--- config.mk ---
export PLATFORM = sky130hd
export DESIGN_NAME = phi1_mul_stream
export DESIGN_NICKNAME = d
export VERILOG_FILES = /design/src/rtl/phi1_mul_stream.sv
export SDC_FILE = /design/constraint.sdc
export NUM_CORES = 1
export LEC_CHECK = 0
export CAP_MARGIN = 15
export CORE_MARGIN = 10
export CORE_UTILIZATION = 50
export CTS_BUF_LIST = sky130_fd_sc_hd__clkbuf_8
export CTS_CLUSTER_SIZE = 12
export DETAILED_ROUTE_END_ITERATION = 16
export GPL_TIMING_DRIVEN = 0
export PLACE_DENSITY_LB_ADDON = 0.25
export REMOVE_ABC_BUFFERS = 1
export SLEW_MARGIN = 20
export SYNTH_ARGS = -nofsm -noshare
export SYNTH_HDL_FRONTEND = slang
export SYNTH_SLANG_ARGS = --single-unit
--- constraint.sdc ---
create_clock -name clk -period 2.35 [get_ports clk]
set_input_delay 0.3525 -clock clk [delete_from_list [all_inputs] [get_ports clk]]
set_output_delay 0.3525 -clock clk [all_outputs]
set_load 0.02 [all_outputs]
--- src/rtl/phi1_mul_stream.sv ---
// Streaming multiply of a ternary polynomial by (x - 1) mod (x^N - 1), two coefficients per beat,
// results reduced mod 2^Q_BITS. Output order c_1..c_{N-1}, then c_0 on a final single-lane beat.
module phi1_mul_stream #(
  parameter int N      = 701,
  parameter int Q_BITS = 13,
  parameter int IDX_W  = 9
) (
  input  logic                  clk,
  input  logic                  rst,
  input  logic                  start,
  input  logic                  in_valid,
  output logic                  in_ready,
  input  logic [3:0]            in_coef,
  output logic                  out_valid,
  input  logic                  out_ready,
  output logic [2*Q_BITS-1:0]   out_coef,
  output logic                  out_lane1_vld,
  output logic [IDX_W-1:0]      out_idx,
  output logic                  out_last,
  output logic                  busy,
  output logic                  done
);

  localparam int LAST_K_INT = (N - 1) / 2;
  localparam logic [IDX_W-1:0] LAST_K = IDX_W'(LAST_K_INT);

  generate
    if ((N < 3) || ((N % 2) == 0)) begin : g_bad_n
      $error("phi1_mul_stream: N must be odd and >= 3");
    end
    if ((1 << IDX_W) < ((N + 1) / 2)) begin : g_bad_idx
      $error("phi1_mul_stream: IDX_W too narrow for N");
    end
    if (Q_BITS < 4) begin : g_bad_q
      $error("phi1_mul_stream: Q_BITS must be >= 4");
    end
  endgenerate

  typedef enum logic [2:0] {
    S_IDLE,
    S_FIRST,
    S_STREAM,
    S_TAIL,
    S_DRAIN,
    S_DONE
  } state_t;

  state_t state, state_nxt;

  logic [1:0]       v0_code;
  logic [1:0]       prev_even;
  logic [1:0]       prev_odd;
  logic [IDX_W-1:0] in_cnt;

  logic accept_in, accept_out, out_free, load_stream, load_tail;
  logic [Q_BITS-1:0] stream_l0, stream_l1, tail_l0;

  // Code 10 is not a legal trit and is treated as zero.
  function automatic logic signed [2:0] trit(input logic [1:0] code);
    case (code)
      2'b01:   return 3'sd1;
      2'b11:   return -3'sd1;
      default: return 3'sd0;
    endcase
  endfunction

  function automatic logic [Q_BITS-1:0] modq(input logic signed [2:0] d);
    return {{(Q_BITS-3){d[2]}}, d};
  endfunction

  assign out_free   = !out_valid || out_ready;
  assign accept_in  = in_valid && in_ready;
  assign accept_out = out_valid && out_ready;
  assign busy       = (state != S_IDLE);
  assign done       = (state == S_DONE);

  // Beat j = k-1 needs v_{2j}, v_{2j+1} (held pair) and v_{2j+2} (lane0 of the incoming beat).
  assign stream_l0 = modq(trit(prev_even) - trit(prev_odd));
  assign stream_l1 = modq(trit(prev_odd) - trit(in_coef[1:0]));
  assign tail_l0   = modq(trit(prev_even) - trit(v0_code));

  always_comb begin
    state_nxt   = state;
    in_ready    = 1'b0;
    load_stream = 1'b0;
    load_tail   = 1'b0;
    case (state)
      S_IDLE: begin
        if (start) state_nxt = S_FIRST;
      end
      S_FIRST: begin
        in_ready = out_free;
        if (in_valid && out_free) state_nxt = S_STREAM;
      end
      S_STREAM: begin
        in_ready    = out_free;
        load_stream = in_valid && out_free;
        if (load_stream && (in_cnt == LAST_K)) state_nxt = S_TAIL;
      end
      S_TAIL: begin
        load_tail = out_free;
        if (out_free) state_nxt = S_DRAIN;
      end
      S_DRAIN: begin
        if (accept_out) state_nxt = S_DONE;
      end
      S_DONE: begin
        state_nxt = S_IDLE;
      end
      default: state_nxt = S_IDLE;
    endcase
  end

  // On the last input beat prev_even ends up holding v_{N-1}, which the tail beat needs.
  always_ff @(posedge clk) begin
    if (rst) begin
      state         <= S_IDLE;
      v0_code       <= 2'b00;
      prev_even     <= 2'b00;
      prev_odd      <= 2'b00;
      in_cnt        <= '0;
      out_valid     <= 1'b0;
      out_coef      <= '0;
      out_lane1_vld <= 1'b0;
      out_idx       <= '0;
      out_last      <= 1'b0;
    end else begin
      state <= state_nxt;
      if ((state == S_IDLE) && start) begin
        in_cnt <= '0;
      end
      if (accept_in) begin
        in_cnt    <= in_cnt + 1'b1;
        prev_even <= in_coef[1:0];
        prev_odd  <= in_coef[3:2];
        if (state == S_FIRST) v0_code <= in_coef[1:0];
      end
      if (load_stream) begin
        out_valid     <= 1'b1;
        out_coef      <= {stream_l1, stream_l0};
        out_lane1_vld <= 1'b1;
        out_idx       <= in_cnt - 1'b1;
        out_last      <= 1'b0;
      end else if (load_tail) begin
        out_valid     <= 1'b1;
        out_coef      <= {{Q_BITS{1'b0}}, tail_l0};
        out_lane1_vld <= 1'b0;
        out_idx       <= LAST_K;
        out_last      <= 1'b1;
      end else if (accept_out) begin
        out_valid <= 1'b0;
      end
    end
  end

endmodule
==> results of run 1 <==
-- layout make-up --
class,instances,share of cell area
clock buffers,6,0.03303
clock inverters,2,0.003003
inverters,8,0.01201
multi-input cells,160,0.4374
flip-flops and latches,36,0.2893
well taps,50,0.02503
repair buffers,51,0.2002
-- worst min path at each step --
stage                  endpoint  slack, ns  cells after the start
floorplan           out_coef[1]       0.42                      1
global placement    out_coef[1]       0.44                      2
detailed placement  out_coef[1]       0.45                      2
CTS                 out_coef[1]       0.46                      2
global route        prev_odd[1]       0.48                      2
finish              out_coef[1]       0.46                      2
-- through the flow --
stage          instance area (µm²)  setup slack [ns]  TNS [ns]  hold slack, ns
6_report                      2500            0.1803         0          0.4554
5_1_grt                       2500           0.01992         0          0.4831
4_1_cts                       2494           0.03732         0          0.4583
3_5_place_dp                  2385           -0.7535    -1.784          0.4487
3_3_place_gp                  2390           -0.7513    -2.548          0.4448
2_1_floorplan                 1837           0.09631         0          0.4216
-- per-layer routing --
metal  vias up  track usage  wire length [µm]  share of wire
met3         4      0.04155               253          0.054
met1       791       0.1494              2088           0.44
met4         0      0.03593                31         0.0066
li1        859            -                 -              -
met5         -            0                 0              0
met2        29       0.2265              2337           0.50
-- synth_stat cells, types with 4 or more instances --
library cell	number
dfxtp_1	36
buf_4	22
nand2_1	21
nor2_1	18
a21oi_1	13
nand3_1	11
clkbuf_1	8
inv_1	8
o21ai_0	8
mux2i_1	6
xnor2_1	6
a211oi_1	5
buf_2	5
ha_1	5
nor3_1	5
xor2_1	5
nand2b_1	4
nand4b_1	4
-- cell families (layout without fill, tap and decap cells) --
family                   count (synthesis)  in the layout  synth area share
AO/OA/AOI/OAI                           45             45            0.1399
adder cells (fa/ha/maj)                  8              8           0.05882
buffers and inverters                   46             67            0.1333
flip-flops                              36             36            0.3457
AND/OR/NAND/NOR                         89             89            0.2395
multiplexers                             6              6           0.02881
XOR/XNOR                                12             12           0.05402
-- what timing repair did --
item / 4_1_cts / 5_1_grt
endpoints found under the setup margin: 4 / 3
resized for setup: 2 / 2
pin swaps: 1 / 0
setup buffers: 2 / 0
-- power by group --
part,total (mW),internal [mW],switching (mW)
Combinational,0.309,0.144,0.165
Sequential,0.675,0.638,0.0372
Clock,0.444,0.231,0.214
-- sequential cells by signal (all words and copies together), names as in the netlist --
signal,flops
in_cnt,9
out_idx,9
out_coef,6
state,3
prev_even,2
prev_odd,2
v0_code,2
out_lane1_vld,1
out_last,1
out_valid,1
-- worst max-delay path, cell delays in order --
cell and delay [ns]:
clkdlybuf4s50_1 0.43, nor2b_1 0.37, nor3_1 0.10, clkdlybuf4s50_1 0.56
==> summary.md, run 1 <==
| Metric | Value |
|---|---|
| TritonRoute pass-1 iters | 4 |
| Post-CTS Hold Fix Bufs | 0 |
| RSZ-0062 raised after global routing | false |
| Max Clk Rate | 0.4609 GHz |
| R2R depth | 9 |
| Core area | 4029 µm² |
| Leakage power | 0.9224 nW |
| Mapped cell area | 2084 µm² |
| Number of I/O pins | 50 |
| Critical Path RT | 2.00 ns |
| Fin util | 0.6205 |
| Area contributors post-synth | dfxtp_1 (35%), buf_4 (7.9%), nand2_1 (3.8%) |
| Gp weighted congestion | 0.7796 |
| Register area | 723.2 µm² |
| Worst slew margin | 0.4822 |
| CTS tree | yes |
| Synth-to-layout area growth | 19.93% |
| Post-synth EDFFs | 0 |
| FF+latch count, synth | 36 |
| Commonest non-fill, non-tap cell in the layout | clkdlybuf4s50_1 |
| Htree depth | 2 |
| Crit Path Category | input port to primary output |
| Yosys top cell area share | 0.3457 |
| Clock-pin slew on the worst setup and hold paths | 0.07 ns |
| Ant diodes | 0 |
| Worst min path class | flip-flop to flip-flop |
| Effective utilization at floorplan | 0.5174 |
| Total track usage | 0.1305 |
| Slew @ Worst Pin | 0.7733 ns |
| Yosys cell types | 54 |
| Ys flop type | dfxtp_1 |
| Clk_skew | 0.004666 ns |
| Via density | 5.377 |
| Global-route wire length before repair | 8073 µm |
| Die Area | 7151 µm² |
| Final Hold Vio Count | 0 |
| Clk root buf | clkbuf_8 |
| Syn Area/Cell | 8.614 µm² |
| Iter 0 DRT Violations | 98 |
| Crit-path max FO | 5 |
| CP Capture Type | primary output |
| Die Ht | 84.57 µm |
| R2R setup slack | 0.21 ns |
| Layout Cells excl Fill | 313 |
| Maximum vdd ir drop | 0.2953 mV |
| Layout Nets | 279 |
| Max-slew violations | 0 |
| Final setup fails | 0 |
| Total CTS buffers | 5 |
| CP startpoint | out_ready |
| Final WL | 4710 µm |
| Layout cells sized above 1 | 0.07605 |
| Fill cells | 372 |
| Wire per inst | 15.05 µm |
| Remaining DRCs | 0 |
| RR Endpoint | out_coef[1] |
| CTS Sinks | 36 |
| Vias in the first global route | 1657 |
| Total gr overflow | 0 |
| Dpl cells | 303 |
| Async SR Flop Fraction | 0 |
| Tmin final | 2.170 ns |
| Clock Path Buffers | 2 |
| Commonest non-fill, non-tap cells in the layout | clkdlybuf4s50_1 (48), dfxtp_1 (34), nand2_1 (21), nor2_1 (18), a21oi_1 (13) |
| Final Power | 1.429 mW |
| Final worst path period share | 0.9233 |
| Die width | 84.57 µm |
| Initial antenna violation count | 0 |
| Worst-Skew Late Latency | 0.28 ns |
| Routed vias | 1683 |
| Count of port buffers added during placement | 49 |
| Yosys warns | 0 |
| Pwr Density | 571.5 nW/µm² |
| Critical path data arrival time | 1.82 ns |
| Max-Cap Viols | 0 |
| Synth area leader | dfxtp_1 |
| Area occupied by multi-input gates | 1094 µm² |
| Gate Count Post-Synth | 242 |
| Reg-to-Reg Start | state[1] |
| Sequential element share of the synthesized area | 0.3457 |
| Hold_sp | out_coef[1] |
| CP endpoint | in_ready |
| Outcome | finished, final reports clean |
| Worst Setup Start Kind | input port |
| Final ANT Viol Nets | 0 |
| Hpwl dp | 3461 µm |
| Rows | 23 |
| Pin count of the biggest net entering global routing | 37 |
Note: power is estimated with default switching activity, not from simulation.
==> inputs of run 2 (changes only) <==
==> constraint.sdc (replaced) <==
create_clock -name clk -period 2.35 [get_ports clk]
set_input_delay 0.3525 -clock clk [delete_from_list [all_inputs] [get_ports clk]]
set_output_delay 0.3525 -clock clk [all_outputs]
set_load 0.01 [all_outputs]
==> results of run 2 <==
Same layout as run 1 (identical final DEF). Status: finished, final reports clean.
Main changes from that run: setup slack after layout 0.1803 ns -> 0.2127 ns; start point of the critical path out_ready -> state[1]; end point of the critical path in_ready -> out_coef[1]; total power 1.429 mW -> 1.402 mW; worst IR drop on VDD 0.2953 mV -> 0.2951 mV
==> inputs of run 3 (changes only) <==
--- a/config.mk
+++ b/config.mk
@@ -12,7 +12,8 @@
 export CTS_CLUSTER_SIZE = 12
 export DETAILED_ROUTE_END_ITERATION = 16
 export GPL_TIMING_DRIVEN = 0
-export PLACE_DENSITY_LB_ADDON = 0.25
+export PLACE_DENSITY = 0.82
+export RECOVER_POWER = 25
 export REMOVE_ABC_BUFFERS = 1
 export SLEW_MARGIN = 20
 export SYNTH_ARGS = -nofsm -noshare
==> summary.md, run 3 (synthesized netlist as in run 1, its figures left out) <==
| Metric | Value |
|---|---|
| Critical Path RT | 2.56 ns (was 2.49 ns) |
| Effective utilization at floorplan | 0.5174 (unchanged) |
| Gp weighted congestion | 0.7810 (was 0.7796) |
| Hpwl dp | 3532 µm (was 3461 µm) |
| Ant diodes | 0 (unchanged) |
| Worst slew margin | 0.4401 (was 0.4822) |
| Max-Cap Viols | 0 (unchanged) |
| Synth-to-layout area growth | 23.47% (was 19.93%) |
| Leakage power | 0.9562 nW (was 0.9224 nW) |
| Rows | 23 (unchanged) |
| Pin count of the biggest net entering global routing | 37 (unchanged) |
| Layout Nets | 279 (unchanged) |
| Worst slack, placed | -0.8459 ns (was -0.7535 ns) |
| Worst Setup Start Kind | input port (was flip-flop) |
| Die Area | 7151 µm² (unchanged) |
| Outcome | finished, final reports clean (unchanged) |
| Hold path endpoint | out_last (was out_coef[1]) |
| Commonest non-fill, non-tap cells in the layout | clkdlybuf4s50_1 (47), dfxtp_1 (33), nand2_1 (21), nor2_1 (18), a21oi_1 (13) (was clkdlybuf4s50_1 (48), dfxtp_1 (34), nand2_1 (21), nor2_1 (18), a21oi_1 (13)) |
| Number of I/O pins | 50 (unchanged) |
| Hold_sp | out_last (was out_coef[1]) |
| TritonRoute pass-1 iters | 4 (unchanged) |
| Fill cells | 342 (was 372) |
| Crit-path max FO | 14 (was 15) |
| Initial antenna violation count | 0 (unchanged) |
| Reg-to-Reg Start | state[1] (unchanged) |
| Post-CTS Hold Fix Bufs | 0 (unchanged) |
| Htree depth | 2 (unchanged) |
| Pwr Density | 669.2 nW/µm² (was 560.6 nW/µm²) |
| Vias in the first global route | 1674 (was 1657) |
| Final worst path period share | 0.9540 (was 0.9095) |
| Crit Path Category | input port to flip-flop (was flip-flop to flip-flop) |
| Commonest non-fill, non-tap cell in the layout | clkdlybuf4s50_1 (unchanged) |
| Core area | 4029 µm² (unchanged) |
| Routed vias | 1737 (was 1683) |
| Remaining DRCs | 0 (unchanged) |
| Critical path data arrival time | 2.45 ns (was 2.28 ns) |
| Hold path cells | 2 (unchanged) |
| Iter 0 DRT Violations | 122 (was 98) |
| Final WL | 4884 µm (was 4710 µm) |
| Final setup fails | 0 (unchanged) |
| R2R setup slack | 0.14 ns (was 0.21 ns) |
| CP Capture Type | flip-flop (unchanged) |
| Clk_skew | 0.004941 ns (was 0.004666 ns) |
| Tmin final | 2.242 ns (was 2.137 ns) |
| RSZ-0062 raised after global routing | false (unchanged) |
| Global-route wire length before repair | 8217 µm (was 8073 µm) |
| Dpl cells | 303 (unchanged) |
| Total gr overflow | 0 (unchanged) |
| Final Hold Vio Count | 0 (unchanged) |
| Clk root buf | clkbuf_8 (unchanged) |
| R2R depth | 8 (was 9) |
| Crit-path max cell delay | 0.48 ns (was 0.49 ns) |
| Largest regs | in_cnt (9), out_idx (9), out_coef (6) (unchanged) |
| Total CTS buffers | 5 (unchanged) |
| Final worst slack | 0.1081 ns (was 0.2127 ns) |
| RR Endpoint | out_coef[1] (unchanged) |
| Count of port buffers added during placement | 49 (unchanged) |
| Max Clk Rate | 0.4461 GHz (was 0.4679 GHz) |
| Wire per inst | 15.60 µm (was 15.05 µm) |
| Final ANT Viol Nets | 0 (unchanged) |
| WP buf/inv | 2 (was 1) |
| CTS tree | yes (unchanged) |
| Slew @ Worst Pin | 0.8282 ns (was 0.7733 ns) |
| Worst min path class | flip-flop to flip-flop (unchanged) |
| Layout cells sized above 1 | 0.09125 (was 0.07605) |
| Die Ht | 84.57 µm (unchanged) |
| Final setup TNS | 0 ns (unchanged) |
| Worst path cell trace | clkdlybuf4s50_1, nand2b_4, nand4b_1, o21ai_0, ha_1, inv_1, fa_1, nand2_1, a21oi_1 (was and2b_1, nand4b_1, nand2_1, o21ai_0, ha_1, inv_1, fa_1, nand2_1, a21oi_1) |
| Slowest CP cell | clkdlybuf4s50_1 (was dfxtp_2) |
| Fin util | 0.6388 (was 0.6205) |
| CTS Sinks | 36 (unchanged) |
| Max-slew violations | 0 (unchanged) |
| Die width | 84.57 µm (unchanged) |
| Clock Path Buffers | 2 (unchanged) |
| Clock-pin slew on the worst setup and hold paths | 0.07 ns (about the same) |
| Via density | 5.550 (was 5.377) |
| Delay-heaviest family, CP | adder cells (was simple AND/OR/NAND/NOR gates) |
| Maximum vdd ir drop | 0.4898 mV (was 0.2951 mV) |
| Worst-Skew Late Latency | 0.29 ns (was 0.28 ns) |
| Total track usage | 0.1346 (was 0.1305) |
| Layout Cells excl Fill | 313 (unchanged) |
==> run 3: cell count changes in the layout (fill, tap and decap cells not counted), sizes merged <==
cell and delta:
bufinv +3, dlymetal6s2s +1, clkbuf -1, inv -2
clkdlybuf4s50 -1
==> run 3: final cells by class <==
class	instances	area (µm²)	area share
clock buffers	5	68.82	0.02674
well taps	50	62.56	0.02431
inverters	8	30.03	0.01167
clock inverters	3	90.09	0.03500
repair buffers	51	503.0	0.1954
multi-input cells	160	1095	0.4254
flip-flops and latches	36	724.4	0.2815
==> run 3: worst register-to-register path, delay by kind of cell (launching register included) <==
family                   cells  cell delay, ns
adder cells (fa/ha/maj)      2            0.67
AND/OR/NAND/NOR              3            0.51
flip-flops                   1            0.48
AO/OA/AOI/OAI                2            0.40
buffers and inverters        1            0.07
==> run 3: power breakdown <==
group          switching (mW)  internal (mW)
registers              0.0381          0.638
logic                   0.140          0.144
clock network           0.232          0.531
total                   0.410           1.31
==> run 3: metal layers <==
| metal | GRT usage | wire (µm) |
|---|---|---|
| met3 | 0.04734 | 406 |
| met4 | 0.05090 | 81 |
| met2 | 0.2176 | 2302 |
| met1 | 0.1596 | 2093 |
| met5 | 0 | 0 |
==> run 3: repair_timing <==
item                                    in CTS  in global routing
endpoints found under the setup margin       4                  2
resized for setup                            2                  5
pin swaps                                    1                  0
setup buffers                                2                  0
==> run 3: worst max-delay path by stage <==
stage | depth (start not counted) | from | end
2_1_floorplan | 8 | state[1] | out_coef[1]
3_3_place_gp | 10 | out_ready | out_coef[1]
3_5_place_dp | 9 | out_ready | out_coef[1]
4_1_cts | 8 | state[1] | out_coef[1]
5_1_grt | 9 | out_ready | out_coef[1]
6_report | 9 | out_ready | out_coef[1]
==> run 3: through the flow <==
step	hold slack, ns	total power [mW]	area, µm²
finish	0.4569	1.722	2574
global route	0.5027	1.789	2574
CTS	0.4578	1.732	2562
detailed placement	0.4478	0.9689	2385
global placement	0.4454	0.9636	2390
floorplan	0.4216	0.8363	1837
